<file path="src/rtl/vector_loader.sv">
// vector_loader: assembles a serial stream of signed samples into LANES-wide
// vectors for the signed max-reduction pipeline. A frame end (s_last) flushes
// a partial vector whose unused lanes hold the most negative value, so pad
// lanes can never win a max comparison downstream.
module vector_loader #(
  parameter int WIDTH = 8,
  parameter int LANES = 8,
  localparam int CW   = $clog2(LANES)
) (
  input  logic                   clock,
  input  logic                   rst,
  input  logic [WIDTH-1:0]       s_data,
  input  logic                   s_valid,
  output logic                   s_ready,
  input  logic                   s_last,
  output logic [LANES*WIDTH-1:0] vec_data,
  output logic                   vec_valid,
  output logic [CW:0]            vec_count,
  output logic                   vec_last
);

  localparam logic [WIDTH-1:0] PAD = {1'b1, {(WIDTH-1){1'b0}}};

  typedef enum logic {
    IDLE,
    FILL
  } state_t;

  state_t           state_q;
  state_t           state_d;
  logic [CW-1:0]    count_q;
  logic [CW-1:0]    count_d;
  logic [WIDTH-1:0] lanes_q [LANES];
  logic             ready_q;
  logic             accept;
  logic             complete;

  assign s_ready  = ready_q;
  assign accept   = s_valid && ready_q;
  assign complete = accept && (s_last || (count_q == CW'(LANES - 1)));

  // Ready drops only for the cycle following a reset edge.
  always_ff @(posedge clock) begin
    if (rst) begin
      ready_q <= 1'b0;
    end else begin
      ready_q <= 1'b1;
    end
  end

  // State and lane-counter register.
  always_ff @(posedge clock) begin
    if (rst) begin
      state_q <= IDLE;
      count_q <= '0;
    end else begin
      state_q <= state_d;
      count_q <= count_d;
    end
  end

  // Next state and next lane index; a completing sample returns to IDLE.
  always_comb begin
    state_d = state_q;
    count_d = count_q;
    case (state_q)
      IDLE: begin
        if (accept && !complete) begin
          state_d = FILL;
        end
      end
      FILL: begin
        if (complete) begin
          state_d = IDLE;
        end
      end
      default: state_d = IDLE;
    endcase
    if (accept) begin
      if (complete) begin
        count_d = '0;
      end else begin
        count_d = count_q + 1'b1;
      end
    end
  end

  // Assembly register: each accepted sample lands in the lane the counter selects.
  always_ff @(posedge clock) begin
    if (rst) begin
      for (int i = 0; i < LANES; i++) begin
        lanes_q[i] <= '0;
      end
    end else if (accept) begin
      lanes_q[count_q] <= s_data;
    end
  end

  // Output register: snapshot the assembly lanes plus the completing sample, pad the rest.
  always_ff @(posedge clock) begin
    if (rst) begin
      vec_valid <= 1'b0;
      vec_data  <= '0;
      vec_count <= '0;
      vec_last  <= 1'b0;
    end else begin
      vec_valid <= complete;
      if (complete) begin
        for (int i = 0; i < LANES; i++) begin
          if (i < int'(count_q)) begin
            vec_data[i*WIDTH +: WIDTH] <= lanes_q[i];
          end else if (i == int'(count_q)) begin
            vec_data[i*WIDTH +: WIDTH] <= s_data;
          end else begin
            vec_data[i*WIDTH +: WIDTH] <= PAD;
          end
        end
        vec_count <= (CW+1)'(count_q) + 1'b1;
        vec_last  <= s_last;
      end
    end
  end

endmodule

</file>
<file path="config.mk">
export PLATFORM = sky130hd
export DESIGN_NAME = vector_loader
export DESIGN_NICKNAME = d
export VERILOG_FILES = /design/src/rtl/vector_loader.sv
export SDC_FILE = /design/constraint.sdc
export NUM_CORES = 1
export LEC_CHECK = 0
export CORE_ASPECT_RATIO = 0.9
export CORE_MARGIN = 2
export CORE_UTILIZATION = 48
export CTS_CLUSTER_SIZE = 30
export DETAILED_ROUTE_END_ITERATION = 8
export PLACE_DENSITY = 0.81
export SYNTH_ARGS = -nofsm -noshare
export SYNTH_HDL_FRONTEND = slang
export SYNTH_SLANG_ARGS = --single-unit
</file>
<file path="constraint.sdc">
create_clock -name clock -period 2.2 [get_ports clock]
set_input_delay 0.66 -clock clock [delete_from_list [all_inputs] [get_ports clock]]
set_output_delay 0.66 -clock clock [all_outputs]
set_load 0.03 [all_outputs]
</file>
# Word level (Yosys, flattened, before mapping)

Memory sizes are Yosys's and may differ from the RTL's. A register that Yosys moved wholly into a read port is not among the register bits.
Index checks and enable logic that the tools add are counted.
Widths: inputs -> output; s select.

Logic and storage cells: 54
Input port bits: 12
RAM bits: 64
Register bits: 74
Output and inout port bits: 71
Memories: 1

Mux-type cells: 25
Equality and inequality tests: 8
Magnitude comparators: 7
Add/sub/neg operators: 2
Reductions and logical operators: 5

Memories:

| memory  | depth | width | rd ports | clocked after Yosys merged registers in | wr ports | RTL line | text |
|---|---|---|---|---|---|---|---|
| lanes_q | 8     | 8     | 7        | 1                                       | 8        | 33       | `logic [WIDTH-1:0] lanes_q [LANES];` |

Operators by type and width:

| cell                | number |
|---|---|
| $mux 8              | 16 |
| $eq 3x3->1 const A  | 4 |
| $lt 3x3->1 const A  | 3 |
| $reduce_or 8->1     | 1 |
| $mux 1              | 7 |
| $eq 2x3->1 const A  | 2 |
| $lt 1x3->1 const A  | 2 |
| $lt 2x3->1 const A  | 2 |
| $mux 3              | 2 |
| $add 3x1->4 const B | 1 |
| $add 3x1->3 const B | 1 |
| $eq 1x3->1 const A  | 1 |
| $eq 3x3->1 const B  | 1 |
| $logic_not 3->1     | 1 |
| $logic_and 1x1->1   | 2 |
| $logic_or 1x1->1    | 1 |

# Longest topological paths before layout

Depth in word-level cells: 6
Depth in mapped cells: 9
Gate-level depth less buffers: 6

# Worst setup path after synthesis

Ideal clock, no wire load.

Path type: input-to-reg
Start point: in s_valid
End point: mem lanes_q[3][0] (enable)
Buffers on the path: 1
Setup slack: 0.020 ns
Stages: 4
Data required time: 1.816 ns
Setup time: 0.384 ns
Arrival time: 1.796 ns
Cells stage by stage: buf_4 -> and3b_1 -> nand2_1 -> o21ai_0

RTL lines:

| item        | RTL line | text |
|---|---|---|
| from (decl) | 13       | `input logic s_valid,` |
| to (decl)   | 33       |  |

# Worst setup path after layout

Start point: reg vec_data[14]
End point: out vec_data[14]

RTL lines:

| item                              | RTL line | text |
|---|---|---|
| from (decl)                       | 16       | `output logic [LANES*WIDTH-1:0] vec_data,` |
| from (signal, indexed assignment) | 111      | `vec_data[i*WIDTH +: WIDTH] <= lanes_q[i];` |
| from (signal, indexed assignment) | 113      | `vec_data[i*WIDTH +: WIDTH] <= s_data;` |

No word-level cell between the ends.

==> metrics.md <==
| Metric | Value |
|---|---|
| Sw power | 1.42 mW |
| # rows | 36 |
| GPL Wtd Cong | 0.849 |
| Antenna-violating nets left | 0 |
| Fraction of layout cells with a size suffix above 1 | 14.4% |
| Cell Area, Synth | 5300 um2 |
| CP cell instances | clkdlybuf4s50_1 |
| Synthesized-area fraction occupied by ao, oa, aoi and oai cells | 13.9% |
| Clock sink count | 130 |
| Clk pin slew, worst setup/hold paths | 60 ps |
| Max VDD drop | 0.794 mV |
| DIE WIDTH | 115 um |
| Final Power | 6.09 mW |
| Xor-xnor portion of the synthesized cell area | 0.165% |
| YS warnings | 0 |
| Comb power frac | 7.6% |
| Setup Skew | 6.06 ps |
| Average cell area after synthesis | 10.4 um2 |
| Total GRT Usage | 24.0% |
| DR iter-0 viols | 445 |
| Adder-Cell Fraction of Synth Area | 1.42% |
| Mux contribution to synthesized area | 0.378% |
| Core footprint | 10800 um2 |
| Post-synth EDFFs | 56 |
| Synth Register Bits | 130 |
| CP top delay family | buffers and inverters |
| Final net count | 632 |
| # hold bufs at CTS | 0 |
| Worst Setup End Kind | primary output |
| Die Area | 11900 um2 |
| Commonest non-fill, non-tap cell in the layout | clkdlybuf4s50_1 |
| Critical path's slowest cell | clkdlybuf4s50_1 |
| Placed cell areas | 6470 um2 |
| Async SR Flop Fraction | 0% |
| Largest net degree at the start of global routing | 27 |
| Internal Power | 4.67 mW |
| Switching part of the total | 23.3% |
| Hold Path Class | reg2reg |
| H-tree Lvls | 4 |
| CTS tree | built |
| Total detailed-routing wirelength | 13900 um |
| Synth-to-Final Area Change | 34.2% |
| Post-Syn Nets | 529 |
| Type of the worst setup path | reg2out |
| First-pass GRT wire length | 22000 um |
| Post-route DRC | 0 |
| Fin crit share | 99.0% |
| Bufs on Longest Clock Path | 2 |
| DR WL/cell | 18.3 um |
| Fin area | 7110 um2 |
| Vias in the first global route | 4329 |
| Starting Density | 49.0% |
| Diodes inserted | 0 |
| Crit path max fanout | 2 |
| Clock latency at the later pin of the worst-skew pair | 420 ps |
| Arr. time, crit path | 1520 ps |
| CTS Buf Count | 17 |
| Slew margin rel. | 55.3% |
| CTS root buf | clkbuf_16 |
| Post-detail-place hpwl | 8740 um |
| Grt total ovfl | 0 |
| Filler cells | 816 |
| MaxCap Viol Count | 0 |
| Slew Limit Fails | 0 |
| Seq/Total Area, Yosys | 59.7% |
| Number of vias per cell | 5.70 |
| Die Y | 104 um |
| Clock power share | 49.3% |
| # setup viols final | 0 |
| Status | complete, no violations |
| Worst endpoint required time | 1540 ps |
| Crit path buffers/inverters | 1 |
| RSZ-0062 raised after global routing | false |
| Initial antenna violation count | 0 |
| Port Buffers | 82 |
| Slowest cell delay on critical path | 700 ps |
| Io pins | 83 |
| Tmin final | 2180 ps |
| Post-synthesis cell count | 511 |
| Vias | 4332 |
| Highest clock rate | 459 MHz |
| Worst slew pin tran | 669 ps |
| Largest family of logic cells by synthesized area | simple AND/OR/NAND/NOR gates |
| Top_reg_cell synth | dfxtp_1 |
| Post-CTS Setup Inserts | 0 |
| Seq pwr share | 43.0% |
| Leakage | 2.69 nW |
| Synth Area in Simple Gates | 20.4% |
| Commonest cells after routing, fill and taps aside | 81 x clkdlybuf4s50_1, 74 x dfxtp_1, 60 x nand2_1, 56 x edfxtp_1, 52 x and2_1 |
| Critical Path Source Type | register |
| Final hold vios | 0 |
| Drt pass-1 iters | 5 |
| Hold WS | 449 ps |
| Post-synth cell types | 45 |
| Pwr/cell area | 856 nW/um2 |
==> per-layer routing <==
| metal | share of wire, % | track usage, % |
|---|---|---|
| met5 | 0 | 0 |
| met4 | 3.0 | 11.0 |
| met3 | 8.9 | 6.09 |
| met2 | 47 | 38.2 |
| met1 | 41 | 30.7 |
==> power by group through the flow <==
stage	logic (mW)	registers, mW	clock network (mW)
final	0.465	2.62	3.00
after global routing	0.494	2.63	3.11
after CTS	0.462	2.62	3.00
after detailed placement	0.450	2.67	0
after global placement	0.440	2.67	0
after floorplan	0.194	2.72	0
==> synth_stat cells (2+ instances only) <==
library cell   n  area [um2]
a311oi_1       2        17.5
buf_4          5        37.5
a21oi_1       17        85.1
and2_1        52         325
nand2_1       60         225
a221oi_1      14         123
o21ai_1       11        55.1
a22o_1        12         105
buf_2         13        65.1
edfxtp_1      56        1680
nor2b_1       12        75.1
clkbuf_1      20        75.1
nand3_1        4        20.0
o221ai_1       7        61.3
nor3_2         2        20.0
nor4_1         5        31.3
nor2_2         3        18.8
mux2i_1        2        20.0
buf_1          2        7.51
nor2_1        41         154
inv_1          5        18.8
ha_1           6        75.1
dfxtp_1       74        1480
nor3_1        22         110
o21ai_0       29         145
a31oi_1       12        75.1
or2_2          5        31.3
==> cell type report <==
| type | count | area (um2) | share of cell area, % |
|---|---|---|---|
| flip-flops and latches | 130 | 3160 | 44.5 |
| multi-input cells | 335 | 1940 | 27.3 |
| repair buffers | 124 | 1180 | 16.7 |
| clock buffers | 17 | 425 | 5.98 |
| clock inverters | 15 | 206 | 2.90 |
| well taps | 133 | 166 | 2.34 |
| inverters | 6 | 22.5 | 0.317 |
==> cells by family after synthesis <==
kind of cell    after synthesis
mux                           2
xor+xnor                      1
simple gates                213
flops                       130
fa+ha+maj                     6
buf+inv                      47
compound gates              112
==> final timing paths <==
check	from	end	slack, ps	depth (start not counted)
hold / removal	vec_data[54]	vec_data[54]	450	2
setup / recovery	vec_data[14]	vec_data[14]	20	1
hold reg to reg	vec_data[54]	vec_data[54]	450	2
setup reg to reg	count_q[0]	vec_data[31]	150	6
==> sequential cells by signal, indices dropped and copies added (netlist names) <==
name,count
count_q,3
lanes_q,56
s_ready,1
vec_count,4
vec_data,64
vec_last,1
vec_valid,1
==> timing repair <==
action / CTS / global route
gates resized for setup: 2 / 0
hold endpoints to repair: 0 / 0
endpoints found under the setup margin: 3 / 0
==> metrics by stage <==
stage          setup WS [ps]  setup TNS (ps)  util (%)  instances
6_report                22.2               0      65.8        760
5_1_grt                 11.9               0      65.8        760
4_1_cts                 40.3               0      65.8        760
3_5_place_dp            -310          -24610      59.8        727
3_3_place_gp            -236          -17860      59.8        727
2_1_floorplan           20.0               0         -        511
Power figures use the tool's default switching activity.
